`src/rtl/lfsr_crypt_sequencer.sv`:
```
// lfsr_crypt_sequencer: runs one LFSR encrypt/decrypt job over the shared DM.
// Job parameters (pre_length, taps, seed) are read from DM[PRM_BASE..+2].
// Encrypt pads the message into a FRAME_LEN-byte ciphertext frame at CT_BASE.
// Decrypt recovers the message from that frame.
module lfsr_crypt_sequencer #(
   parameter int          MSG_LEN   = 41,
   parameter int          FRAME_LEN = 64,
   parameter int          PRM_BASE  = 41,
   parameter int          CT_BASE   = 64,
   parameter logic [7:0]  PAD_CHAR  = 8'h20,
   parameter int          AW        = 8
) (
   input  logic          clk,
   input  logic          init_n,
   input  logic          start,
   input  logic          mode,
   output logic          busy,
   output logic          done,
   output logic [AW-1:0] mem_addr,
   output logic          mem_wr_en,
   output logic [7:0]    mem_wdata,
   input  logic [7:0]    mem_rdata
);

   // S_DADV is the decrypt key pre-advance phase (one LFSR step per cycle).
   typedef enum logic [3:0] {
      S_IDLE, S_P0, S_P1, S_P2, S_P3, S_ENC, S_DADV, S_DEC, S_FIN
   } state_t;

   localparam logic [7:0]    PRE_MAX  = 8'(FRAME_LEN - MSG_LEN);
   localparam logic [7:0]    MSG_L    = 8'(MSG_LEN);
   localparam logic [7:0]    LAST_FR  = 8'(FRAME_LEN - 1);
   localparam logic [7:0]    LAST_MSG = 8'(MSG_LEN - 1);
   localparam logic [AW-1:0] A_PRM    = AW'(PRM_BASE);
   localparam logic [AW-1:0] A_CT     = AW'(CT_BASE);

   state_t        state_q, state_d;
   logic [7:0]    idx_q, idx_d;      // frame index (enc), message index or advance count (dec)
   logic          ph_q, ph_d;        // 0 = read cycle A, 1 = write cycle B of a message byte
   logic [7:0]    pre_q, pre_d;      // clamped preamble length
   logic [7:0]    taps_q, taps_d;
   logic [7:0]    lfsr_q, lfsr_d;    // key for the byte currently being processed
   logic          mode_q, mode_d;
   logic          done_q, done_d;
   logic          busy_q, busy_d;
   logic [AW-1:0] addr_q, addr_d;
   logic          wr_q, wr_d;
   logic          rsrc_q, rsrc_d;    // write source: 1 = DM read data, 0 = pad character
   logic          cur_pad, nxt_pad;

   function automatic logic [7:0] lfsr_step(input logic [7:0] s, input logic [7:0] t);
      return {s[6:0], ^(s & t)};
   endfunction

   // Next-state sequencing, then the registered DM outputs for the cycle being entered.
   always_comb begin
      state_d = state_q;
      idx_d   = idx_q;
      ph_d    = ph_q;
      pre_d   = pre_q;
      taps_d  = taps_q;
      lfsr_d  = lfsr_q;
      mode_d  = mode_q;
      done_d  = done_q;
      cur_pad = (idx_q < pre_q) || (idx_q >= pre_q + MSG_L);

      case (state_q)
         S_IDLE, S_FIN: begin
            state_d = S_IDLE;
            if (start) begin
               state_d = S_P0;
               mode_d  = mode;
               done_d  = 1'b0;
            end
         end
         S_P0: state_d = S_P1;
         S_P1: begin
            pre_d   = (mem_rdata > PRE_MAX) ? PRE_MAX : mem_rdata;
            state_d = S_P2;
         end
         S_P2: begin
            taps_d  = mem_rdata;
            state_d = S_P3;
         end
         S_P3: begin
            lfsr_d = mem_rdata;
            idx_d  = '0;
            ph_d   = 1'b0;
            if (!mode_q)          state_d = S_ENC;
            else if (pre_q == '0) state_d = S_DEC;
            else                  state_d = S_DADV;
         end
         S_ENC: begin
            if (cur_pad || ph_q) begin
               lfsr_d = lfsr_step(lfsr_q, taps_q);
               ph_d   = 1'b0;
               if (idx_q == LAST_FR) begin
                  state_d = S_FIN;
                  done_d  = 1'b1;
               end else begin
                  idx_d = idx_q + 8'd1;
               end
            end else begin
               ph_d = 1'b1;
            end
         end
         S_DADV: begin
            // Frame byte 0 is always padding here, so DM[CT_BASE]^PAD recovers key0.
            lfsr_d = lfsr_step((idx_q == '0) ? (mem_rdata ^ PAD_CHAR) : lfsr_q, taps_q);
            if (idx_q + 8'd1 == pre_q) begin
               idx_d   = '0;
               state_d = S_DEC;
            end else begin
               idx_d = idx_q + 8'd1;
            end
         end
         S_DEC: begin
            if (ph_q) begin
               lfsr_d = lfsr_step(lfsr_q, taps_q);
               ph_d   = 1'b0;
               if (idx_q == LAST_MSG) begin
                  state_d = S_FIN;
                  done_d  = 1'b1;
               end else begin
                  idx_d = idx_q + 8'd1;
               end
            end else begin
               ph_d = 1'b1;
            end
         end
         default: state_d = S_IDLE;
      endcase

      addr_d  = addr_q;
      wr_d    = 1'b0;
      rsrc_d  = 1'b0;
      nxt_pad = (idx_d < pre_d) || (idx_d >= pre_d + MSG_L);
      case (state_d)
         S_P0: addr_d = A_PRM;
         S_P1: addr_d = A_PRM + AW'(1);
         S_P2: addr_d = A_PRM + AW'(2);
         S_P3: if (mode_d) addr_d = A_CT;
         S_ENC: begin
            if (nxt_pad) begin
               addr_d = A_CT + AW'(idx_d);
               wr_d   = 1'b1;
            end else if (ph_d) begin
               addr_d = A_CT + AW'(idx_d);
               wr_d   = 1'b1;
               rsrc_d = 1'b1;
            end else begin
               addr_d = AW'(idx_d - pre_d);
            end
         end
         S_DEC: begin
            if (ph_d) begin
               addr_d = AW'(idx_d);
               wr_d   = 1'b1;
               rsrc_d = 1'b1;
            end else begin
               addr_d = A_CT + AW'(pre_d + idx_d);
            end
         end
         default: ;
      endcase
      busy_d = (state_d != S_IDLE) && (state_d != S_FIN);
   end

   // Single state register for the FSM, datapath and registered outputs.
   always_ff @(posedge clk or negedge init_n) begin
      if (!init_n) begin
         state_q <= S_IDLE;
         idx_q   <= '0;
         ph_q    <= 1'b0;
         pre_q   <= '0;
         taps_q  <= '0;
         lfsr_q  <= '0;
         mode_q  <= 1'b0;
         done_q  <= 1'b0;
         busy_q  <= 1'b0;
         addr_q  <= '0;
         wr_q    <= 1'b0;
         rsrc_q  <= 1'b0;
      end else begin
         state_q <= state_d;
         idx_q   <= idx_d;
         ph_q    <= ph_d;
         pre_q   <= pre_d;
         taps_q  <= taps_d;
         lfsr_q  <= lfsr_d;
         mode_q  <= mode_d;
         done_q  <= done_d;
         busy_q  <= busy_d;
         addr_q  <= addr_d;
         wr_q    <= wr_d;
         rsrc_q  <= rsrc_d;
      end
   end

   // Write data is formed in the write cycle itself: the sync RAM only returns
   // the message byte during that cycle, so only the source select is registered.
   assign mem_wdata = wr_q ? ((rsrc_q ? mem_rdata : PAD_CHAR) ^ lfsr_q) : 8'h00;
   assign mem_addr  = addr_q;
   assign mem_wr_en = wr_q;
   assign busy      = busy_q;
   assign done      = done_q;

endmodule

```
`config.mk`:
```
export PLATFORM = sky130hd
export DESIGN_NAME = lfsr_crypt_sequencer
export DESIGN_NICKNAME = d
export VERILOG_FILES = /design/src/rtl/lfsr_crypt_sequencer.sv
export SDC_FILE = /design/constraint.sdc
export NUM_CORES = 1
export LEC_CHECK = 0
export CAP_MARGIN = 15
export CORE_MARGIN = 2
export CORE_UTILIZATION = 35
export CTS_CLUSTER_SIZE = 40
export DETAILED_ROUTE_END_ITERATION = 16
export GPL_TIMING_DRIVEN = 0
export MAX_ROUTING_LAYER = met4
export PLACE_DENSITY = 0.6
export RECOVER_POWER = 100
export SLEW_MARGIN = 30
export SYNTH_ARGS = -nofsm -noshare
export SYNTH_HDL_FRONTEND = slang
export SYNTH_SLANG_ARGS = --single-unit
```
`constraint.sdc`:
```
create_clock -name clk -period 11.4 [get_ports clk]
set_input_delay 1.14 -clock clk [delete_from_list [all_inputs] [get_ports clk]]
set_output_delay 1.14 -clock clk [all_outputs]
set_load 0.005 [all_outputs]
```
After elaboration in Yosys (flattened, before gate mapping)
Cells that the tools add are included.
{"block": "op_classes", "n_reduce_logical": 17, "eq_ne": 24, "magnitude_cmp": 5, "n_addsub": 7, "bitwise": 4, "n_mux": 44}
{"op": "8-bit 2-to-1 mux", "n": 16}
{"op": "8-bit case mux with 4 select lines", "n": 2}
{"op": "8-bit case mux with 6 select lines", "n": 1}
{"op": "4-bit case mux with 8 select lines", "n": 1}
{"op": "4-bit by 3-bit == test with 1-bit output, second input constant", "n": 7}
{"op": "4-bit 2-to-1 mux", "n": 5}
{"op": "7-bit by 8-bit adder with 8-bit output, first input constant", "n": 2}
{"op": "8-bit by 6-bit adder with 8-bit output, second input constant", "n": 2}
{"op": "8-bit bitwise AND", "n": 2}
{"op": "4-bit by 2-bit == test with 1-bit output, second input constant", "n": 4}
{"op": "8-bit by 6-bit == test with 1-bit output, second input constant", "n": 2}
{"op": "8-bit >= comparator", "n": 2}
{"op": "8-bit logical NOT", "n": 2}
{"op": "8-bit less-than comparator", "n": 2}
{"op": "8-bit XOR reduction", "n": 2}
{"op": "1-bit 2-to-1 mux", "n": 14}
{"op": "2-bit != test, second input constant", "n": 6}
{"op": "8-bit by 1-bit adder with 8-bit output, second input constant", "n": 1}
{"op": "8-bit adder", "n": 1}
{"op": "4-bit by 1-bit == test with 1-bit output, second input constant", "n": 2}
{"op": "8-bit == test", "n": 1}
{"op": "8-bit by 5-bit > comparator with 1-bit output, second input constant", "n": 1}
{"op": "4-bit nonzero test", "n": 2}
{"op": "8-bit subtractor", "n": 1}
{"op": "other kinds (16)", "n": 20}
{"block": "word_totals", "inputBits": 12, "output_inout_bits": 19, "reg_bits": 50, "word_cells": 113}

Longest topological paths before layout
{"block": "depth", "depth_word": 10, "depth_mapped": 25, "depth_no_buf": 25}

Worst setup path before layout
Ideal clock, no wire load.
{"block": "synth_timing", "path_kind": "register -> register", "start": "register pre_q[2]", "end": "register addr_q[3] (netlist: mem_addr[3])", "setup_slack_ns": 6.344, "stages_incl_launch_ff": 26, "arrival_ns": 4.992, "synth_period_minus_slack_ns": 5.056, "setup_time_ns": 0.065, "required_time_ns": 11.335, "path_buffers": 0, "path_cell_list": "dfrtp_1 > inv_1 > nor3_1 > o21ai_0 > a21oi_1 > xnor2_1 > ha_1 > nand4_1 > a221oi_1 > a211o_1 > o211ai_1 > nand3_1 > o21a_1 > inv_1 > ha_1 > inv_1 > fa_1 > nor2b_1 > o21ai_0 > a211oi_1 > o41ai_1 > and2_1 > nor3_1 > or2_2 > a21oi_1 > o22a_1"}
{"block": "synth_between", "elab_chain_len": 10, "elab_cells_between_ends": 39, "cone_classes": "add/sub: 6; order compare: 4; eq/ne: 8; mux: 15; reduce/logical: 6"}
{"element": "from (decl)", "line_no": "40", "source": "logic [7:0] pre_q, pre_d;"}
{"element": "from (signal assigned)", "line_no": "188", "source": "pre_q <= pre_d;"}
{"element": "8-bit by 6-bit adder with 8-bit output", "line_no": "65", "source": "cur_pad = (idx_q < pre_q) || (idx_q >= pre_q + MSG_L);"}
{"element": "8-bit >= comparator", "line_no": "65"}
{"element": "1-bit logical OR", "line_no": "65"}
{"element": "1-bit logical OR", "line_no": "94", "source": "if (cur_pad || ph_q) begin"}
{"element": "8-bit 2-to-1 mux", "line_no": "94"}
{"element": "8-bit case mux with 4 select lines (*)", "line_no": "67", "source": "case (state_q)"}
{"element": "via idx_d[0]", "line_no": "38", "source": "logic [7:0] idx_q, idx_d;"}
{"element": "8-bit adder, or another cell as far along", "line_no": "161", "source": "addr_d = A_CT + AW'(pre_d + idx_d);"}
{"element": "7-bit by 8-bit adder with 8-bit output, or another cell as far along", "line_no": "161"}
{"element": "8-bit 2-to-1 mux (on tied branches)", "line_no": "156, 144"}
{"element": "8-bit case mux with 6 select lines (*)", "line_no": "138", "source": "case (state_d)"}
{"element": "to (signal assigned)", "line_no": "194", "source": "addr_q <= addr_d;"}
{"element": "to (decl)", "line_no": "46", "source": "logic [AW-1:0] addr_q, addr_d;"}
Mark *: on every way through the listed nets, which the timed path passes. The rest lies on a longest branch.
A chain may end at the register's enable or synchronous reset.

Worst setup path after layout
Ends and elaborated chain as after synthesis.

==> summary.txt <==
Status: finished with violations
Failing checks: max-capacitance violations, max-slew violations
Area delta synth->final: 13.5%
Vias in the first global route: 4,802
First drt pass iteration count: 5
Mapped Cells: 636
Buffers on Ports: 30
Top cell type by total area after synthesis: dfrtp_1
# hold bufs at CTS: 0
Comb pwr share: 69.3%
Int Pwr: 0.812 mW
Final wirelength: 16.2 mm
Data arrival time of the worst path: 6690 ps
Cell family with most CP delay: compound AO/OA/AOI/OAI gates
Final #Nets: 738
Syn avg cell area: 8.05 sq um
Routed WL per cell: 18.9 um
I/O Pins: 31
Clk_skew: 12.1 ps
Worst hold path type: flop to flop
Post-DP HPWL: 12.5 mm
FILL cells: 1,487
Max clock buf depth: 2
Clock sink total: 50
CTS buffer count: 5
Most common cell in the netlist: nand2_1
Antenna Cells: 0
Synth Area in Compound Gates: 23.4%
EDFF count, synth: 0
Reg clk slew, reported paths: 70 ps
Full die area: 0.0156 sq mm
DP Area: 0.00568 sq mm
Number of synthesized register bits: 50
Ranking of synthesized cells by area: dfrtp_1 (24%), ha_1 (12%), xnor2_1 (8.4%)
WP data required: 11,650 ps
Final Cell Area: 0.00581 sq mm
Hold Crit Start: mem_addr[0]
Via-per-instance ratio: 5.76
CP bufs+invs: 1
Crit path max fanout: 6
Hold path depth: 1
Core area: 0.0144 sq mm
Synth Area in XOR/XNOR: 9.38%
Leakage power total: 2.50 nW
Pre-CTS setup slack: 5080 ps
Sequential share of power: 19.5%
Root Driver: clkbuf_16
Synthesized area: 0.00512 sq mm
Sw frac: 49.6%
Fraction of layout cells with a size suffix above 1: 4.74%
Fin crit share: 56.5%
Maxcap violations: 2
Max Slew Vio Count: 47
VDD IR max: 0.195 mV
FMAX: 155 MHz
Worst R2R End: mem_addr[3]
R2R depth: 23
Worst Setup Path Type: flop to flop
CP Cell Sequence: inv_1, nor3_1, o21ai_0, a21oi_1, xnor2_1, ha_1, nand4_1, a221oi_1, a211o_1, o211ai_1, nand3_1, a21oi_1, a21oi_1, ha_1, nor2b_1, o21ai_0, a211oi_1, o41ai_1, and2_0, nor3_1, or2_2, a21oi_1, o22a_1
H-tree depth: 2
Post-synth ARST share: 100%
P_sw: 0.799 mW
Initial core utilization: 35.5%
Synth Area in Adders: 13.0%
Antenna violations before repair: 0
CTS tree: yes
Worst r2r src: pre_q[2]
DR DRC count: 0
GR Overflow Total: 0
Gpl congestion: 0.991
R2R setup slack: 4960 ps
Ys Warns: 0
Post-layout util: 40.3%
Largest family of logic cells by synthesized area: compound AO/OA/AOI/OAI gates
Crit start category: flop
Initial DRC count: 458
Netlist cell types: 75
Post-Synth Simple-Gate Area: 21.9%
Mux contribution to synthesized area: 1.98%
Total number of vias: 4,950
Fin cells: 859
Slowest CP cell: o41ai_1
RSZ-0062 raised after global routing: false
Fin Hold WS: 502 ps
Synth Net Count: 700
Chip height: 125 um
Horiz. Die Dim: 125 um
Clock network fraction of total power: 11.1%
Crit path top cell by count: a21oi_1
Cell Rows: 44
Post-CTS sizing: 0
Design Power: 1.61 mW
Final ANT Viol Nets: 0
Post-synth top area share: 24.4%
Multi-input gate area: 0.00355 sq mm
Setup Fix Bufs, Post-CTS: 0
Final setup margin: 4960 ps
Inst Count DP: 851
Register area: 0.00125 sq mm
Synth top cells by count: nand2_1 (70), dfrtp_1 (50), ha_1 (50)
Pwr Density: 277 mW/mm^2
Fin. Hold Viols: 0
Final setup viols: 0
Post-synth top flop: dfrtp_1
Fin Setup TNS: 0 ps
CP endpoint kind: flop
Sequential area share after synthesis: 24.4%
CP max stage delay: 730 ps
Worst slew pin tran: 2590 ps
Final min period: 6440 ps
Clk Latency, worst-skew pair: 310 ps
Largest net degree at the start of global routing: 46
Global-route wire length before repair: 26.1 mm
Gr usage total: 21.5%
Slew HR: -72.9%
Hold endpoint: mem_addr[0]
sequential cells by signal (all words and copies together), names as in the netlist:
register and count:
mem_wr_en 1, busy 1, rsrc_q 1, mem_addr 8
mode_q 1, taps_q 8, idx_q 8, pre_q 8
done 1, lfsr_q 8, state_q 4, ph_q 1
layout by cell type, fill, tap and decap left out, drive strengths merged, types with 4 or more instances in the layout:
cell and instances:
o22ai 10, and3 5, o21a 4, or3 5, nor3 18, a221oi 4
xor2 4, ha 50, dfrtp 50, clkdlybuf4s50 8, a211oi 8, o21bai 4
nor4 5, buf 8, nand3 14, xnor2 50, o31ai 5, and2 11
a21o 7, clkbuf 29, a31oi 14, o21ai 32, nor2b 12, a21oi 33
o2111ai 4, mux2i 9, inv 44, a211o 4, o211ai 13, nand2b 13
dlygate4sd3 21, nand2 70, nor2 52
power groups by stage:
| stage | sequential (mW) | clock [mW] | combinational [mW] |
|---|---|---|---|
| global route | 0.325 | 0.190 | 1.24 |
| finish | 0.314 | 0.179 | 1.12 |
| global placement | 0.315 | 0 | 1.10 |
| detailed placement | 0.316 | 0 | 1.12 |
| floorplan | 0.295 | 0 | 0.818 |
| CTS | 0.313 | 0.183 | 1.13 |
cell type report:
class	count	share of cell area [%]
Buffer	30	2.41
Clock buffer	5	2.15
Clock inverter	3	0.839
Inverter	44	2.86
Multi-Input combinational cell	512	61.1
Sequential cell	50	21.5
Tap cell	184	3.96
Timing Repair Buffer	31	5.12
per-layer routing:
metal  global-route usage, %  vias up  part of all wire [%]
met3                    3.59       29                   6.5
met5                       -        -                     0
met4                    6.67        0                   2.8
met2                    33.2      197                    46
met1                    28.9     2373                    45
li1                        -     2351                     -
cells by family after synthesis:
logic type | Yosys count
compound gates | 174
xor+xnor | 54
fa+ha+maj | 52
buf+inv | 74
flops | 50
mux | 10
simple gates | 222
worst max-delay path by stage:
stage | from | endpoint | slack (ps) | cells after the start
finish | pre_q[2] | mem_addr[3] | 4960 | 23
floorplan | pre_q[2] | mem_addr[3] | 6340 | 25
detailed placement | pre_q[2] | mem_addr[5] | 5080 | 23
global route | pre_q[2] | mem_addr[3] | 4590 | 25
global placement | pre_q[2] | mem_addr[3] | 5110 | 25
CTS | pre_q[2] | mem_addr[3] | 5040 | 23
No activity file was read; power rests on OpenSTA's default activity.
